**config.mk**
```make
export PLATFORM = sky130hd
export DESIGN_NAME = msdf_add_arbiter
export DESIGN_NICKNAME = d
export VERILOG_FILES = /design/src/rtl/msdf_pkg.sv /design/src/rtl/rr_arb2.sv /design/src/rtl/msdf_add_arbiter.sv
export SDC_FILE = /design/constraint.sdc
export NUM_CORES = 1
export LEC_CHECK = 0
export ABC_AREA = 1
export CAP_MARGIN = 15
export CELL_PAD_IN_SITES_DETAIL_PLACEMENT = 0
export CELL_PAD_IN_SITES_GLOBAL_PLACEMENT = 1
export CORE_UTILIZATION = 25
export DETAILED_ROUTE_END_ITERATION = 6
export DONT_BUFFER_PORTS = 1
export PLACE_DENSITY = 0.46
export SYNTH_ARGS = -nofsm -noshare
export SYNTH_HDL_FRONTEND = slang
export SYNTH_SLANG_ARGS = --single-unit
```
**constraint.sdc**
```tcl
create_clock -name clk -period 1.7 [get_ports clk]
set_input_delay 0.34 -clock clk [delete_from_list [all_inputs] [get_ports clk]]
set_output_delay 0.34 -clock clk [all_outputs]
set_load 0.02 [all_outputs]
```
**src/rtl/msdf_pkg.sv**
```systemverilog
// Shared types for the MSDF adder arbiter: signed-digit encoding and sequencer states.
package msdf_pkg;

  typedef logic [1:0] digit_t;

  localparam digit_t DIGIT_ZERO = 2'b00;

  typedef enum logic [2:0] {
    IDLE  = 3'd0,
    START = 3'd1,
    FEED  = 3'd2,
    FLUSH = 3'd3,
    DRAIN = 3'd4,
    DONE  = 3'd5
  } state_t;

endpackage

```
**src/rtl/rr_arb2.sv**
```systemverilog
// Two-input round-robin arbiter; the requester not served last wins a contention.
module rr_arb2
  import msdf_pkg::*;
(
  input  logic       clk,
  input  logic       rst,
  input  logic [1:0] req,
  input  logic       update,
  output logic [1:0] grant
);

  logic last;

  // winner selection from current requests and last-served index
  always_comb begin
    grant = 2'b00;
    case (req)
      2'b01:   grant = 2'b01;
      2'b10:   grant = 2'b10;
      2'b11:   grant = last ? 2'b01 : 2'b10;
      default: grant = 2'b00;
    endcase
  end

  // last-served index, moved when a grant is taken
  always_ff @(posedge clk) begin
    if (!rst) begin
      last <= 1'b1;
    end else if (update && (grant != 2'b00)) begin
      last <= grant[1];
    end else begin
      last <= last;
    end
  end

endmodule

```
**src/rtl/msdf_add_arbiter.sv**
```systemverilog
// Shares one serial MSDF online adder between two requesters: grant, clear,
// feed N digit pairs, flush DELTA zeros, collect N result digits, pulse done.
module msdf_add_arbiter
  import msdf_pkg::*;
#(
  parameter int N     = 9,
  parameter int DELTA = 3
) (
  input  logic       clk,
  input  logic       rst,
  input  logic [1:0] req,
  input  logic [1:0] x0,
  input  logic [1:0] y0,
  input  logic [1:0] x1,
  input  logic [1:0] y1,
  output logic [1:0] dig_rdy,
  output logic [1:0] gnt,
  output logic       add_clr_n,
  output logic [1:0] add_x,
  output logic [1:0] add_y,
  input  logic [1:0] add_z,
  input  logic       add_zvalid,
  output logic [1:0] z_out,
  output logic       z_valid,
  output logic [1:0] done,
  output logic       err
);

  localparam int CW = $clog2(N + DELTA + 5);
  localparam logic [CW-1:0] ONE        = CW'(1);
  localparam logic [CW-1:0] FEED_LAST  = CW'(N - 1);
  localparam logic [CW-1:0] FLUSH_LAST = CW'(DELTA - 1);
  localparam logic [CW-1:0] WD_LAST    = CW'(N + DELTA + 3);
  localparam logic [CW-1:0] ZN         = CW'(N);
  localparam logic [CW-1:0] ZN_M1      = CW'(N - 1);

  state_t        state;
  state_t        state_nx;
  logic [CW-1:0] cnt;
  logic [CW-1:0] zcnt;
  logic [1:0]    win;
  logic [1:0]    gnt_nx;
  logic          arb_take;
  logic          cap;
  logic          zfull_nx;
  logic          wd_exp;
  logic          busy;

  rr_arb2 u_arb (
    .clk    (clk),
    .rst    (rst),
    .req    (req),
    .update (arb_take),
    .grant  (win)
  );

  // next state, result capture qualification and watchdog expiry
  always_comb begin
    busy     = (state == FEED) || (state == FLUSH) || (state == DRAIN);
    cap      = add_zvalid && busy && (zcnt < ZN);
    zfull_nx = (zcnt == ZN) || (cap && (zcnt == ZN_M1));
    wd_exp   = 1'b0;
    state_nx = state;
    case (state)
      IDLE:  state_nx = (req != 2'b00) ? START : IDLE;
      START: state_nx = FEED;
      FEED:  state_nx = (cnt == FEED_LAST) ? FLUSH : FEED;
      FLUSH: begin
        if (cnt == FLUSH_LAST) begin
          state_nx = zfull_nx ? DONE : DRAIN;
        end else begin
          state_nx = FLUSH;
        end
      end
      DRAIN: begin
        if (zfull_nx) begin
          state_nx = DONE;
        end else if (cnt == WD_LAST) begin
          wd_exp   = 1'b1;
          state_nx = DONE;
        end else begin
          state_nx = DRAIN;
        end
      end
      DONE:    state_nx = IDLE;
      default: state_nx = IDLE;
    endcase
    arb_take = (state == IDLE) && (state_nx == START);
  end

  // owner for the coming cycle; fixed from START through DONE
  always_comb begin
    if (arb_take) begin
      gnt_nx = win;
    end else if (state_nx == IDLE) begin
      gnt_nx = 2'b00;
    end else begin
      gnt_nx = gnt;
    end
  end

  // operand digits reach the adder only while the owner is being fed
  always_comb begin
    if (dig_rdy[0]) begin
      add_x = x0;
      add_y = y0;
    end else if (dig_rdy[1]) begin
      add_x = x1;
      add_y = y1;
    end else begin
      add_x = DIGIT_ZERO;
      add_y = DIGIT_ZERO;
    end
  end

  // sequencer state, counters and registered outputs (decoded from next state)
  always_ff @(posedge clk) begin
    if (!rst) begin
      state     <= IDLE;
      cnt       <= '0;
      zcnt      <= '0;
      gnt       <= 2'b00;
      dig_rdy   <= 2'b00;
      add_clr_n <= 1'b1;
      z_out     <= DIGIT_ZERO;
      z_valid   <= 1'b0;
      done      <= 2'b00;
      err       <= 1'b0;
    end else begin
      state     <= state_nx;
      gnt       <= gnt_nx;
      dig_rdy   <= (state_nx == FEED) ? gnt_nx : 2'b00;
      add_clr_n <= (state_nx != START);
      done      <= (state_nx == DONE) ? gnt_nx : 2'b00;
      z_valid   <= cap;
      z_out     <= cap ? add_z : z_out;
      if (state_nx != state) begin
        cnt <= '0;
      end else if (busy) begin
        cnt <= cnt + ONE;
      end else begin
        cnt <= cnt;
      end
      if (state_nx == START) begin
        zcnt <= '0;
      end else if (cap) begin
        zcnt <= zcnt + ONE;
      end else begin
        zcnt <= zcnt;
      end
      if (state_nx == START) begin
        err <= 1'b0;
      end else if (wd_exp) begin
        err <= 1'b1;
      end else begin
        err <= err;
      end
    end
  end

endmodule

```
==> flow_results.org <==
** Outcome
- Status :: completed

** Setup path
- For this run, the slowest stage of the critical path takes 0.39 ns.
- Traced cell by cell, the critical path runs through ha_1 > nand2_1 > nor2_1 > ha_1 > nand3_2 > nand2_4 > nor2_4 > nand3_1 > nand2_2 > nand2_4 > nor2_2.
- The startpoint identified for the worst register-to-register timing path is cnt[1].
- The worst register-to-register path ends at cnt[4].
- Max FO, Critical Path :: 5
- STA classifies the critical path endpoint as a flop.
- For the worst flop-to-flop path, the logic depth is 11.
- FF-to-FF setup slack :: 0.14 ns
- Data required time of the worst path :: 1.87 ns
- Among all stages on the critical path, the largest delay is contributed by sky130_fd_sc_hd__dfxtp_1.
- The worst setup path is of the flop to flop kind.
- Arrival @ worst endpoint :: 1.73 ns
- STA classifies the critical path startpoint as a flop.

** Place
- Detailed-placement wirelength estimate :: 1970 um
- Routability cong. :: 0.785
- Port bufs :: 0

** Clock network
- The clock passes through at most 2 buffers.
- Number of levels the H-tree was split into :: 1
- TritonCTS built the clock tree.
- CTS Hold Bufs :: 0
- Clk pin slew, worst setup/hold paths :: 0.10 ns
- TritonCTS created 3 clock buffers.
- Clock tree synthesis found a total of 25 sinks.
- The clock reaches the later pin of the worst-skew pair after 0.28 ns.
- CTS placed an instance of sky130_fd_sc_hd__clkbuf_8 at the clock tree root.

** Synthesis
- Mapped Cells :: 158
- Counting every net in the synthesized netlist gives 180.
- Summing the areas of all compound-gate instances in the mapped netlist gives 10.3% of the synthesized area.
- After Yosys synthesis, and, or, nand and nor cells account for 32.9% of the synthesized area.
- Adder-cell share of the synthesized area :: 7.11%
- Primary FF master, synth :: sky130_fd_sc_hd__dfxtp_1
- In this run the biggest area consumer among cell types represents 40.6% of the synthesized area.
- Summing the sequential cell areas from Yosys gives 40.6% of the chip area.
- Total of warnings raised by yosys :: 0
- Number of flops mapped to enable cells by yosys :: 0
- Largest family of logic cells by synthesized area :: simple AND/OR/NAND/NOR gates
- The portion of synthesized area spent on multiplexers is 0%.
- In this run the cell area of the synthesized design comes to 1230 um^2.
- Average footprint of a synthesized cell :: 7.80 um^2
- In this run, synthesis produced a sequential element count of 25.
- Fraction of synthesized cell area in xor and xnor cells :: 2.13%
- Summed over all instances, the cell type with the most area after synthesis is sky130_fd_sc_hd__dfxtp_1.
- By area the synthesized netlist is led by sky130_fd_sc_hd__dfxtp_1 (41%), sky130_fd_sc_hd__nand2_1 (8.8%), sky130_fd_sc_hd__ha_1 (7.1%), sky130_fd_sc_hd__inv_1 (6.1%), sky130_fd_sc_hd__nor2_1 (5.8%).
- Yosys mapped the design onto 27 distinct sky130hd cell types.
- Share of synthesized registers carrying an async set or reset :: 0%

** Cells and area
- Area added between synthesis and finish :: 12.9%
- In the layout the commonest cells are sky130_fd_sc_hd__nand2_1 (28), sky130_fd_sc_hd__dfxtp_1 (25), sky130_fd_sc_hd__inv_1 (20).
- The repair_antennas step left the layout with diodes totalling 0.
- The library cell used most frequently in the layout, excluding fill and tap cells, is sky130_fd_sc_hd__nand2_1.
- Post-layout net count :: 185
- Share of post-route cells with drive strength above 1 :: 19.8%
- Fin util :: 29.5%

** Floorplan
- The core region is 4720 um^2.
- Horizontal die dimension :: 72.2 um
- The floorplan step set the die height to 72.2 um.
- After floorplanning, the core was divided into 25 placement rows.
- Die Outline Area :: 5210 um^2
- In this run the count of I/O pins placed on the die edge is 30.
- The initial utilization of the core area, before any placement, comes to 26.1%.

** Route
- For this block, the via count after detailed routing is 979.
- Dividing the detail-routed via count by the number of cells gives 4.28.
- Routed Antenna Nets :: 0
- For this block, the initial DRC count from the detailed router was 65.
- Average routed wire per standard cell :: 10.9 um
- The final layout contains routed wiring with a total length of 2500 um.
- Number of DRC violations after detailed routing :: 0
- First drt pass iteration count :: 4

** Global route
- Global routing used 2.22% of the available met3 tracks.
- Vias in the first global route :: 1018
- Largest net degree at the start of global routing :: 17
- The global routing stage identified its most utilized layer as met2.
- Antenna violations before repair :: 0
- Met2 demand-to-capacity share in global routing :: 18.7%
- Global-route wire length before repair :: 4340 um
- For this run, the total global-route usage over all layers was measured as 10.6%.
- Overflow after GRT :: 0
- M1 GR Usage :: 12.2%

** Timing
- Final period utilization :: 91.7%
- RSZ-0062 raised after global routing :: no
- Setup violation total in the final timing report :: 0
- Post-Route Setup TNS :: 0 ns
- After layout, the minimum clock period comes to 1.56 ns.
- Actual slew at the worst max-slew pin :: 0.350 ns
- The total count of max-transition violations in the final report was 0.
- Max transition margin :: 76.7%
- Derived from the worst setup path, the maximum achievable clock frequency is 641 MHz.
- The final-report hold violation count was 0.
- For the final database, setup skew stands at 0.00801 ns.

** Power and ir drop
- For this design the static power due to leakage is 0.000563 uW.
- Power spread over the standard cell area amounts to 865 nW/um^2.
- IR analysis of the VDD net gives a maximum drop of 245 uV.
- Summing internal, switching and leakage power gives 1200 uW.

** Flow run
- # Max-Cap Violations :: 0

** Min path
- Cell depth of the worst min-delay path :: 1
- The path with the worst hold slack has its endpoint at add_clr_n.
- In this run the most critical hold path is launched from rst.
- The worst hold path belongs to the class input pin to flop.
## Yosys cell counts (2+ instances only)
cell type / count
sky130_fd_sc_hd__nand3_1: 9
sky130_fd_sc_hd__nor2_2: 6
sky130_fd_sc_hd__dfxtp_1: 25
sky130_fd_sc_hd__nand2_1: 29
sky130_fd_sc_hd__nor3_1: 2
sky130_fd_sc_hd__a21oi_1: 9
sky130_fd_sc_hd__nand2_2: 5
sky130_fd_sc_hd__nor2_1: 19
sky130_fd_sc_hd__nand2_4: 2
sky130_fd_sc_hd__o21ai_0: 3
sky130_fd_sc_hd__a31oi_1: 2
sky130_fd_sc_hd__inv_2: 3
sky130_fd_sc_hd__nand4_1: 3
sky130_fd_sc_hd__ha_1: 7
sky130_fd_sc_hd__nor2_4: 2
sky130_fd_sc_hd__xor2_1: 2
sky130_fd_sc_hd__inv_1: 20
## critical path, delay by kind of cell, from the launching register on
family | cells | cell delay [ns]
flip-flops | 1 | 0.39
adder cells (fa/ha/maj) | 2 | 0.36
AND/OR/NAND/NOR | 9 | 0.72
## layout make-up
| cell class | instances | area (um^2) |
|---|---|---|
| tap | 67 | 83.8 |
| sequential | 25 | 500 |
| inverter | 23 | 86.3 |
| fill | 507 | 3330 |
| clock inverter | 1 | 8.76 |
| multi-input combinational | 110 | 671 |
| clock buffer | 3 | 41.3 |
## logic make-up after synthesis
logic type / count (synthesis)
and+or+nand+nor: 81
DFF: 25
buffers and inverters: 23
AOI/OAI and AO/OA: 19
adders and majority gates: 7
xor gates and xnor gates: 3
## power breakdown
part / switching [uW] / internal (uW)
combinational: 116 / 56.3
clock: 212 / 172
sequential: 36.8 / 610
## per-layer routing
metal / part of all wire [%] / vias up
met5: 0 / -
met4: 1.5 / 0
met3: 5.8 / 4
met2: 49 / 23
met1: 44 / 442
li1: - / 510
## worst max-delay path by stage
stage / startpoint / end / slack (ns) / cells after the start
after floorplan: cnt[0] / cnt[0] / 0.22 / 11
after global placement: cnt[0] / cnt[3] / 0.12 / 11
after detailed placement: cnt[1] / cnt[2] / 0.06 / 11
after CTS: cnt[1] / cnt[2] / 0.05 / 11
after global routing: cnt[1] / cnt[3] / 0.01 / 11
final: cnt[1] / cnt[4] / 0.14 / 11
## per-stage QoR
stage / setup WS, ns / std cells / hold slack [ns] / cell area, um^2
5_1_grt: 0.0113 / 229 / 0.108 / 1390
3_3_place_gp: 0.117 / 225 / 0.415 / 1320
6_report: 0.141 / 229 / 0.125 / 1390
2_1_floorplan: 0.216 / 158 / 0.409 / 1230
3_5_place_dp: 0.0639 / 225 / 0.421 / 1320
4_1_cts: 0.0505 / 229 / 0.123 / 1370
## flip-flops by register name (all words and copies together) (netlist names)
signal,count
z_valid,1
zcnt,5
state,3
cnt,5
u_arb.last,1
done,2
add_clr_n,1
dig_rdy,2
gnt,2
err,1
z_out,2
## repair_timing
action                                  in CTS  in global routing
resized for setup                            0                  6
endpoints found under the setup margin       0                  7
hold endpoints to repair                     0                  0
setup buffers                                0                  0
Note: power is estimated with default switching activity, not from simulation.
